$ cat src/rtl/regfile_psr_pkg.sv
// Shared ALU opcode encodings plus PSR bit positions and the per-opcode flag update mask.
package regfile_psr_pkg;

   typedef enum logic [3:0] {
      OP_ADD  = 4'h0,
      OP_SUB  = 4'h1,
      OP_CMP  = 4'h2,
      OP_CMPR = 4'h3,
      OP_AND  = 4'h4,
      OP_OR   = 4'h5,
      OP_XOR  = 4'h6,
      OP_NOT  = 4'h7,
      OP_LSH  = 4'h8,
      OP_RSH  = 4'h9,
      OP_ARSH = 4'hA
   } alu_op_e;

   localparam int unsigned PSR_F = 3;
   localparam int unsigned PSR_L = 2;
   localparam int unsigned PSR_N = 1;
   localparam int unsigned PSR_Z = 0;

   // Which PSR bits an opcode is allowed to overwrite; unlisted opcodes touch nothing.
   function automatic logic [3:0] psr_mask(input logic [3:0] op);
      logic [3:0] m;
      m = '0;
      case (op)
         OP_ADD, OP_SUB: begin
            m[PSR_F] = 1'b1;
            m[PSR_L] = 1'b1;
            m[PSR_N] = 1'b1;
            m[PSR_Z] = 1'b1;
         end
         OP_CMP, OP_CMPR: begin
            m[PSR_L] = 1'b1;
            m[PSR_N] = 1'b1;
            m[PSR_Z] = 1'b1;
         end
         OP_AND, OP_OR, OP_XOR, OP_NOT: begin
            m[PSR_N] = 1'b1;
            m[PSR_Z] = 1'b1;
         end
         OP_LSH, OP_RSH, OP_ARSH: begin
            m[PSR_Z] = 1'b1;
         end
         default: m = '0;
      endcase
      return m;
   endfunction

endpackage

$ cat src/rtl/regfile_psr_psr.sv
// Processor status register {F,L,N,Z}; only the bits selected by the opcode mask update.
module psr_reg
   import regfile_psr_pkg::*;
(
   input  logic       clk,
   input  logic       reset,
   input  logic [3:0] op,
   input  logic       psr_en,
   input  logic [3:0] flags,
   output logic [3:0] psr
);

   logic [3:0] mask;

   always_comb begin
      mask = psr_mask(op);
   end

   always_ff @(posedge clk) begin
      if (reset) begin
         psr <= '0;
      end else if (psr_en) begin
         psr <= (psr & ~mask) | (flags & mask);
      end
   end

endmodule

$ cat src/rtl/regfile_psr.sv
// 16x16 register file with two bypassed combinational read ports and a masked PSR.
module regfile_psr
   import regfile_psr_pkg::*;
(
   input  logic        clk,
   input  logic        reset,
   input  logic [3:0]  ra_addr,
   input  logic [3:0]  rb_addr,
   input  logic [3:0]  rd_addr,
   input  logic        wr_en,
   input  logic [15:0] wr_data,
   input  logic [3:0]  op,
   input  logic        psr_en,
   input  logic        flag_in,
   input  logic        low_in,
   input  logic        neg_in,
   input  logic        zero_in,
   output logic [15:0] a_out,
   output logic [15:0] b_out,
   output logic [3:0]  psr_out
);

   logic [15:0] regs [16];
   logic [3:0]  flags;

   always_ff @(posedge clk) begin
      if (reset) begin
         regs <= '{default: '0};
      end else if (wr_en) begin
         regs[rd_addr] <= wr_data;
      end
   end

   // Write-through: a read of the register being written sees the new value this cycle.
   always_comb begin
      a_out = regs[ra_addr];
      b_out = regs[rb_addr];
      if (wr_en && (ra_addr == rd_addr)) a_out = wr_data;
      if (wr_en && (rb_addr == rd_addr)) b_out = wr_data;
   end

   always_comb begin
      flags        = '0;
      flags[PSR_F] = flag_in;
      flags[PSR_L] = low_in;
      flags[PSR_N] = neg_in;
      flags[PSR_Z] = zero_in;
   end

   psr_reg u_psr (
      .clk    (clk),
      .reset  (reset),
      .op     (op),
      .psr_en (psr_en),
      .flags  (flags),
      .psr    (psr_out)
   );

endmodule

$ cat config.mk
export PLATFORM = sky130hd
export DESIGN_NAME = regfile_psr
export DESIGN_NICKNAME = d
export VERILOG_FILES = /design/src/rtl/regfile_psr_pkg.sv /design/src/rtl/regfile_psr_psr.sv /design/src/rtl/regfile_psr.sv
export SDC_FILE = /design/constraint.sdc
export NUM_CORES = 1
export LEC_CHECK = 0
export BUFFER_PORTS_ARGS = -buffer_cell sky130_fd_sc_hd__buf_4
export CAP_MARGIN = 20
export CELL_PAD_IN_SITES_DETAIL_PLACEMENT = 1
export CELL_PAD_IN_SITES_GLOBAL_PLACEMENT = 2
export CORE_MARGIN = 2
export CORE_UTILIZATION = 44
export CTS_BUF_LIST = sky130_fd_sc_hd__clkbuf_8
export CTS_CLUSTER_SIZE = 20
export DETAILED_ROUTE_END_ITERATION = 7
export PLACE_DENSITY = 0.88
export SETUP_SLACK_MARGIN = 0.3
export SLEW_MARGIN = 0
export SYNTH_ARGS = -nofsm -noshare
export SYNTH_HDL_FRONTEND = slang
export SYNTH_SLANG_ARGS = --single-unit
$ cat constraint.sdc
create_clock -name clk -period 2.5 [get_ports clk]
set_input_delay 0.25 -clock clk [delete_from_list [all_inputs] [get_ports clk]]
set_output_delay 0.25 -clock clk [all_outputs]
set_load 0.01 [all_outputs]
==> results.sh, run 1 <==
export IMPL_status="completed"
export IMPL_hold_viol_final=0
export IMPL_drt_total_wl_um=49720
export IMPL_startpoint_type="flop"
export IMPL_die_h_um=181.1
export IMPL_clk_path_buf_depth=3
export IMPL_tightest_slew_ns=0.9109
export IMPL_pwr_share_clk_pct=42.4
export IMPL_syn_inst=1498
export IMPL_cp_end_kind="output port"
export IMPL_wl_per_cell_um=25.17
export IMPL_antenna_diode_count=0
export IMPL_min_path_type="input pin to flop"
export IMPL_async_flop_share_pct=0
export IMPL_critical_path_slowest_cell="mux4_2"
export IMPL_htreeDepth=2
export IMPL_die_area_um2=32800
export IMPL_ys_ff_latch=260
export IMPL_largest_reg_flops=256
export IMPL_skew_ns=0
export IMPL_p_sw_mw=2.464
export IMPL_p_per_area_nw_per_um2=557.3
export IMPL_gp_congestion=0.8516
export IMPL_yosysTopAreaCellShare_pct=37.71
export IMPL_finalWorstSetupSlack_ns=0.04003
export IMPL_post_route_period_util_pct=98.40
export IMPL_antenna_left=0
export IMPL_syn_num_nets=1538
export IMPL_routed_via_density=6.160
export IMPL_die_w_um=181.1
export IMPL_dp_hpwl_um=31940
export IMPL_cts_buffers_inserted=47
export IMPL_slowest_delay_ns=0.49
export IMPL_drv_slew=0
export IMPL_p_int_mw=6.652
export IMPL_grt_pass1_wl_um=76010
export IMPL_cts_tree="built"
export IMPL_clk_transition_reported_paths_ns=0.06
export IMPL_fin_crit_ns=2.460
export IMPL_areaGrowthSynthToFinish_pct=18.51
export IMPL_synth_area_leader_cell="dfxtp_1"
export IMPL_seq_power_share_pct=46.6
export IMPL_synthFlopType="dfxtp_1"
export IMPL_grt_antenna_before_repair=0
export IMPL_ys_top_cells_by_area="dfxtp_1, mux4_2, nand2_1"
export IMPL_io_buffers=75
export IMPL_path_class="flop to output port"
export IMPL_rsz0062_at_grt="yes"
export IMPL_groute_usage_overall_pct=30.23
export IMPL_via_count=12170
export IMPL_arrival_ns=2.21
export IMPL_worstPathMaxFanout=3
export IMPL_grt_remaining_overflow=0
export IMPL_comb_power_share_pct=11.0
export IMPL_layout_nets=1590
export IMPL_fmax_mhz=406.5
export IMPL_synthesis_area_um2=13800
export IMPL_drive_above_1_share_pct=29.45
export IMPL_cp_common_cell="mux2i_1"
export IMPL_path_cells="mux4_2 > mux2i_1 > mux2i_1 > mux2_4 > buf_6"
export IMPL_power_mw=9.115
export IMPL_avgSynthCellArea_um2=9.214
export IMPL_top_register="regs"
export IMPL_largestRegisters="regs: 256 flops"
export IMPL_required_ns=2.25
export IMPL_io_pins=76
export IMPL_core_area_um2=30750
export IMPL_yosysWarnings=0
export IMPL_clock_sinks=260
export IMPL_timing_hold_ws_ns=0.02570
export IMPL_drc=0
export IMPL_first_pass_iters=5
export IMPL_max_vdd_ir_drop_uv=319.9
export IMPL_grt_max_degree=77
export IMPL_p_leak_nw=5.623
export IMPL_synth_edf_count=0
export IMPL_grt_pass1_vias=12650
export IMPL_finish_utilization_pct=53.19
export IMPL_slew_headroom_pct=39.13
export IMPL_worstSkewPairLatency_ns=0.57
export IMPL_rows=64
export IMPL_cts_root_buf="clkbuf_8"
export IMPL_seq_area_frac_synth_pct=37.71
export IMPL_maxCapViolCount=0
export IMPL_setup_viol=0
export IMPL_start_util_pct=44.89
export IMPL_p_sw_share_pct=27.03
export IMPL_drt_initial_drc_count=1017
export IMPL_pre_cts_ws_ns=0.1782
export IMPL_synth_distinct_cells=32
-- metrics by stage --
step                      cell area, um2   TNS, ns  instances
final                              16360         0       1975
after global routing               16360  -0.01525       1975
after CTS                          16240         0       1975
after detailed placement           14840         0       1891
after global placement             14840         0       1891
after floorplan                    13800         0       1498
-- final cells by class --
class	instances	area [um2]
clock buffers	57	784.5
well taps	396	495.5
fillers	3495	14390
repair buffers	145	1415
clock inverters	21	91.34
multi-input cells	1095	8290
flip-flops and latches	260	5276
inverters	1	3.754
-- layer usage --
layer / part of all wire (%) / track usage, %
met1: 41 / 38.58
met2: 50 / 51.89
met3: 5.9 / 3.830
met5: 0 / 0
met4: 3.5 / 12.59
-- cell usage after synthesis, types with 3 or more instances --
cell and count:
mux2i_1 99, nand2_1 527, buf_2 36, a21oi_1 257, buf_4 5, dfxtp_1 260
nor2b_1 3, xor2_1 6, nor3_2 3, mux2_2 32, clkbuf_1 87, nand3_1 5
nor2_2 3, nor2_1 14, mux4_2 119, buf_6 11, mux4_1 9
-- cells by family after synthesis --
| family | count (synthesis) | share of synthesized area [%] |
|---|---|---|
| simple gates | 568 | 16.37 |
| mux | 259 | 30.92 |
| compound gates | 260 | 9.455 |
| xor+xnor | 8 | 0.5077 |
| buf+inv | 143 | 5.031 |
| flops | 260 | 37.71 |
-- power groups by stage --
stage / sequential [mW] / combinational (mW) / clock [mW]
after CTS: 4.24 / 0.983 / 3.94
final: 4.25 / 1.00 / 3.87
after global placement: 4.33 / 0.904 / 0
after detailed placement: 4.33 / 0.919 / 0
after global routing: 4.25 / 1.06 / 4.12
after floorplan: 4.32 / 0.605 / 0
-- cell usage in the layout, fill, tap and decap left out, types with 5 or more instances in the layout --
master | synthesis | layout
a21oi_1 | 257 | 257
buf_12 | 0 | 15
buf_4 | 5 | 92
buf_6 | 11 | 32
clkbuf_8 | 0 | 58
dfxtp_1 | 260 | 203
dfxtp_2 | 0 | 57
dlygate4sd3_1 | 0 | 5
inv_1 | 1 | 17
mux2_4 | 0 | 32
mux2i_1 | 99 | 63
mux2i_2 | 0 | 17
mux2i_4 | 0 | 19
mux4_2 | 119 | 128
nand2_1 | 527 | 527
nand3_1 | 5 | 5
nor2_1 | 14 | 14
xor2_1 | 6 | 6
-- path summary, 6_finish.rpt --
| check | start | endpoint | slack (ns) | cells after the start |
|---|---|---|---|---|
| setup / recovery | regs[9] | a_out[9] | 0.04 | 5 |
| hold / removal | op[1] | flop | 0.03 | 4 |
| setup reg to reg | flop | flop | 1.19 | 4 |
| hold reg to reg | regs[43] | regs[43] | 0.46 | 2 |
-- repair_timing --
action                     in CTS  in global routing
pin swaps                       0                  0
hold buffers                    5                  0
setup endpoints to repair      32                 32
setup buffers                   1                  0
hold endpoints to repair        4                  0
resized for setup             143                 42
-- critical path: cells and delay by family, from the launching register on --
| kind | cells | cell delay [ns] |
|---|---|---|
| mux | 4 | 1.18 |
| buf+inv | 1 | 0.12 |
| flops | 1 | 0.34 |
Note: power is estimated with default switching activity, not from simulation.
==> run 2: changes to the inputs <==
--- a/config.mk
+++ b/config.mk
@@ -9,7 +9,6 @@
 export CAP_MARGIN = 20
 export CELL_PAD_IN_SITES_DETAIL_PLACEMENT = 1
 export CELL_PAD_IN_SITES_GLOBAL_PLACEMENT = 2
-export CORE_MARGIN = 2
 export CORE_UTILIZATION = 44
 export CTS_BUF_LIST = sky130_fd_sc_hd__clkbuf_8
 export CTS_CLUSTER_SIZE = 20
==> run 2 against run 1 <==
The flow now finishes with violations (design-rule violations); utilization rose by 0.67 points; register-to-register slack lost 0.04 ns; combinational power barely moved; sequential share of layout area down 0.36 points; clock skew is the same; global-route usage increased by 0.99 points; clock power rose by 9.0%; final cell count grew 1.1%; die area down 2.2%; total power increased by 3.9%; flip-flop and latch count did not move; critical path type unchanged.
==> results.sh, run 2 (synthesized netlist as in run 1, its figures left out) <==
export IMPL_status="complete, but fails checks"
export IMPL_violations="design-rule violations"
export IMPL_die_h_um=179.1
export IMPL_wl_met2_um=24420
export IMPL_wl_met1_um=20150
export IMPL_grt_antenna_before_repair=0
export IMPL_p_int_mw=6.947
export IMPL_die_area_um2=32080
export IMPL_startpoint_type="flop"
export IMPL_pwr_share_clk_pct=44.5
export IMPL_clock_sinks=260
export IMPL_io_pins=76
export IMPL_arrival_ns=2.20
export IMPL_drive_above_1_share_pct=30.61
export IMPL_critical_path_top_delay_family="multiplexers"
export IMPL_p_per_area_nw_per_um2=572.1
export IMPL_post_route_period_util_pct=98.02
export IMPL_tightest_slew_ns=0.8811
export IMPL_start_util_pct=44.89
export IMPL_path_cells="mux4_2 > mux2i_2 > mux2i_1 > mux2_4 > buf_6"
export IMPL_dp_hpwl_um=31290
export IMPL_drv_slew=0
export IMPL_die_w_um=179.1
export IMPL_cts_root_buf="clkbuf_8"
export IMPL_rows=64
export IMPL_dr_max_layer_used="met4"
export IMPL_groute_usage_overall_pct=31.23
export IMPL_worstPathMaxFanout=3
export IMPL_skew_ns=0
export IMPL_cp_end_kind="output port"
export IMPL_cts_buffers_inserted=48
export IMPL_routed_via_density=6.068
export IMPL_wl_per_cell_um=24.49
export IMPL_fmax_mhz=408.1
export IMPL_layout_nets=1602
export IMPL_top_register="regs"
export IMPL_maxCapViolCount=0
export IMPL_core_area_um2=30750
export IMPL_largestRegisters="regs: 256 flops"
export IMPL_antenna_diode_count=0
export IMPL_clk_transition_reported_paths_ns=0.06
export IMPL_fin_crit_ns=2.450
export IMPL_power_mw=9.474
export IMPL_p_sw_share_pct=26.68
export IMPL_path_class="flop to output port"
export IMPL_cts_tree="built"
export IMPL_antenna_left=0
export IMPL_required_ns=2.25
export IMPL_grt_max_degree=80
export IMPL_via_count=12120
export IMPL_grt_remaining_overflow=0
export IMPL_comb_power_share_pct=10.7
export IMPL_crit_buf_inv=1
export IMPL_hold_viol_final=0
export IMPL_slowest_delay_ns=0.48
export IMPL_p_sw_mw=2.527
export IMPL_worstSkewPairLatency_ns=0.58
export IMPL_seq_power_share_pct=44.8
export IMPL_max_vdd_ir_drop_uv=381.6
export IMPL_setup_viol=0
export IMPL_p_leak_nw=5.747
export IMPL_drc=14
export IMPL_drt_initial_drc_count=1051
export IMPL_slew_headroom_pct=41.12
export IMPL_layout_commonest_cell="nand2_1"
export IMPL_rsz0062_at_grt="yes"
export IMPL_first_pass_iters=7
export IMPL_drt_total_wl_um=48910
export IMPL_min_path_type="input pin to flop"
export IMPL_dpl_instance_area_um2=14930
export IMPL_grt_pass1_vias=12550
export IMPL_gp_congestion=0.8770
export IMPL_htreeDepth=2
export IMPL_final_cell_mix="nand2_1, a21oi_1, dfxtp_1"
export IMPL_critical_path_slowest_cell="mux4_2"
export IMPL_grt_pass1_wl_um=74480
export IMPL_tns_ns=0
export IMPL_fillers=3465
export IMPL_postLayoutCellArea_um2=16560
export IMPL_largest_reg_flops=256
export IMPL_dr_wl_met3_um=2919
export IMPL_areaGrowthSynthToFinish_pct=20.00
export IMPL_io_buffers=75
export IMPL_clk_path_buf_depth=3
-- run 2: cell types whose count changed in the layout (fill, tap and decap cells not counted), moves of 4 or more --
cell,previous run,this run
inv_1,17,21
clkbuf_8,58,63
dfxtp_1,203,198
dfxtp_2,57,62
mux2i_2,17,25
mux2i_4,19,14
buf_4,92,100
-- run 2: area by class of cell --
class	count	area, um2	area share [%]
repair buffers	156	1534	9.262
inverters	1	3.754	0.02266
well taps	396	495.5	2.992
clock inverters	27	138.9	0.8386
flip-flops and latches	260	5283	31.90
clock buffers	62	853.3	5.152
multi-input cells	1095	8254	49.84
-- run 2: repair_timing --
| action | 4_1_cts | 5_1_grt |
|---|---|---|
| hold buffers | 6 | 0 |
| setup endpoints to repair | 32 | 32 |
| setup buffers | 0 | 4 |
| resized for setup | 125 | 61 |
| pin swaps | 0 | 0 |
| endpoints found under the hold margin | 4 | 0 |
-- run 2: worst register-to-register path, cell delays in order, from the launching register on --
cell and delay [ns]:
dfxtp_1 0.31, a21boi_0 0.12, a31oi_1 0.18, dlygate4sd3_1 0.59
nor2_1 0.05
-- run 2: layer usage --
metal | vias to the layer above | track usage [%]
met3 | 95 | 4.792
met1 | 6238 | 39.63
met4 | 0 | 11.76
li1 | 5349 | -
met2 | 436 | 53.44
met5 | - | 0
-- run 2: power groups by stage --
stage / Sequential, mW / Combinational, mW / Clock [mW]
2_1_floorplan: 4.32 / 0.605 / 0
3_3_place_gp: 4.33 / 0.913 / 0
3_5_place_dp: 4.33 / 0.934 / 0
4_1_cts: 4.24 / 0.988 / 4.28
5_1_grt: 4.25 / 1.07 / 4.46
6_report: 4.25 / 1.01 / 4.22
-- run 2: worst paths after layout --
check                           slack, ns  cells after the start        end      start
worst min-delay path                 0.04                      4       flop      op[3]
worst max-delay path                 0.05                      5   a_out[6]    regs[6]
worst min register to register       0.46                      2  regs[101]  regs[101]
worst max register to register       1.15                      4       flop       flop
-- run 2: stage by stage --
step,hold slack [ns],worst slack (ns),cells,utilization [%]
global placement,0.4489,0.1038,1898,48.57
floorplan,0.3939,0.5915,1498,-
CTS,0.003722,0.03741,1993,53.24
finish,0.03787,0.04958,1997,53.86
detailed placement,0.4605,0.07764,1898,48.57
global route,0.03274,0.004771,1997,53.86
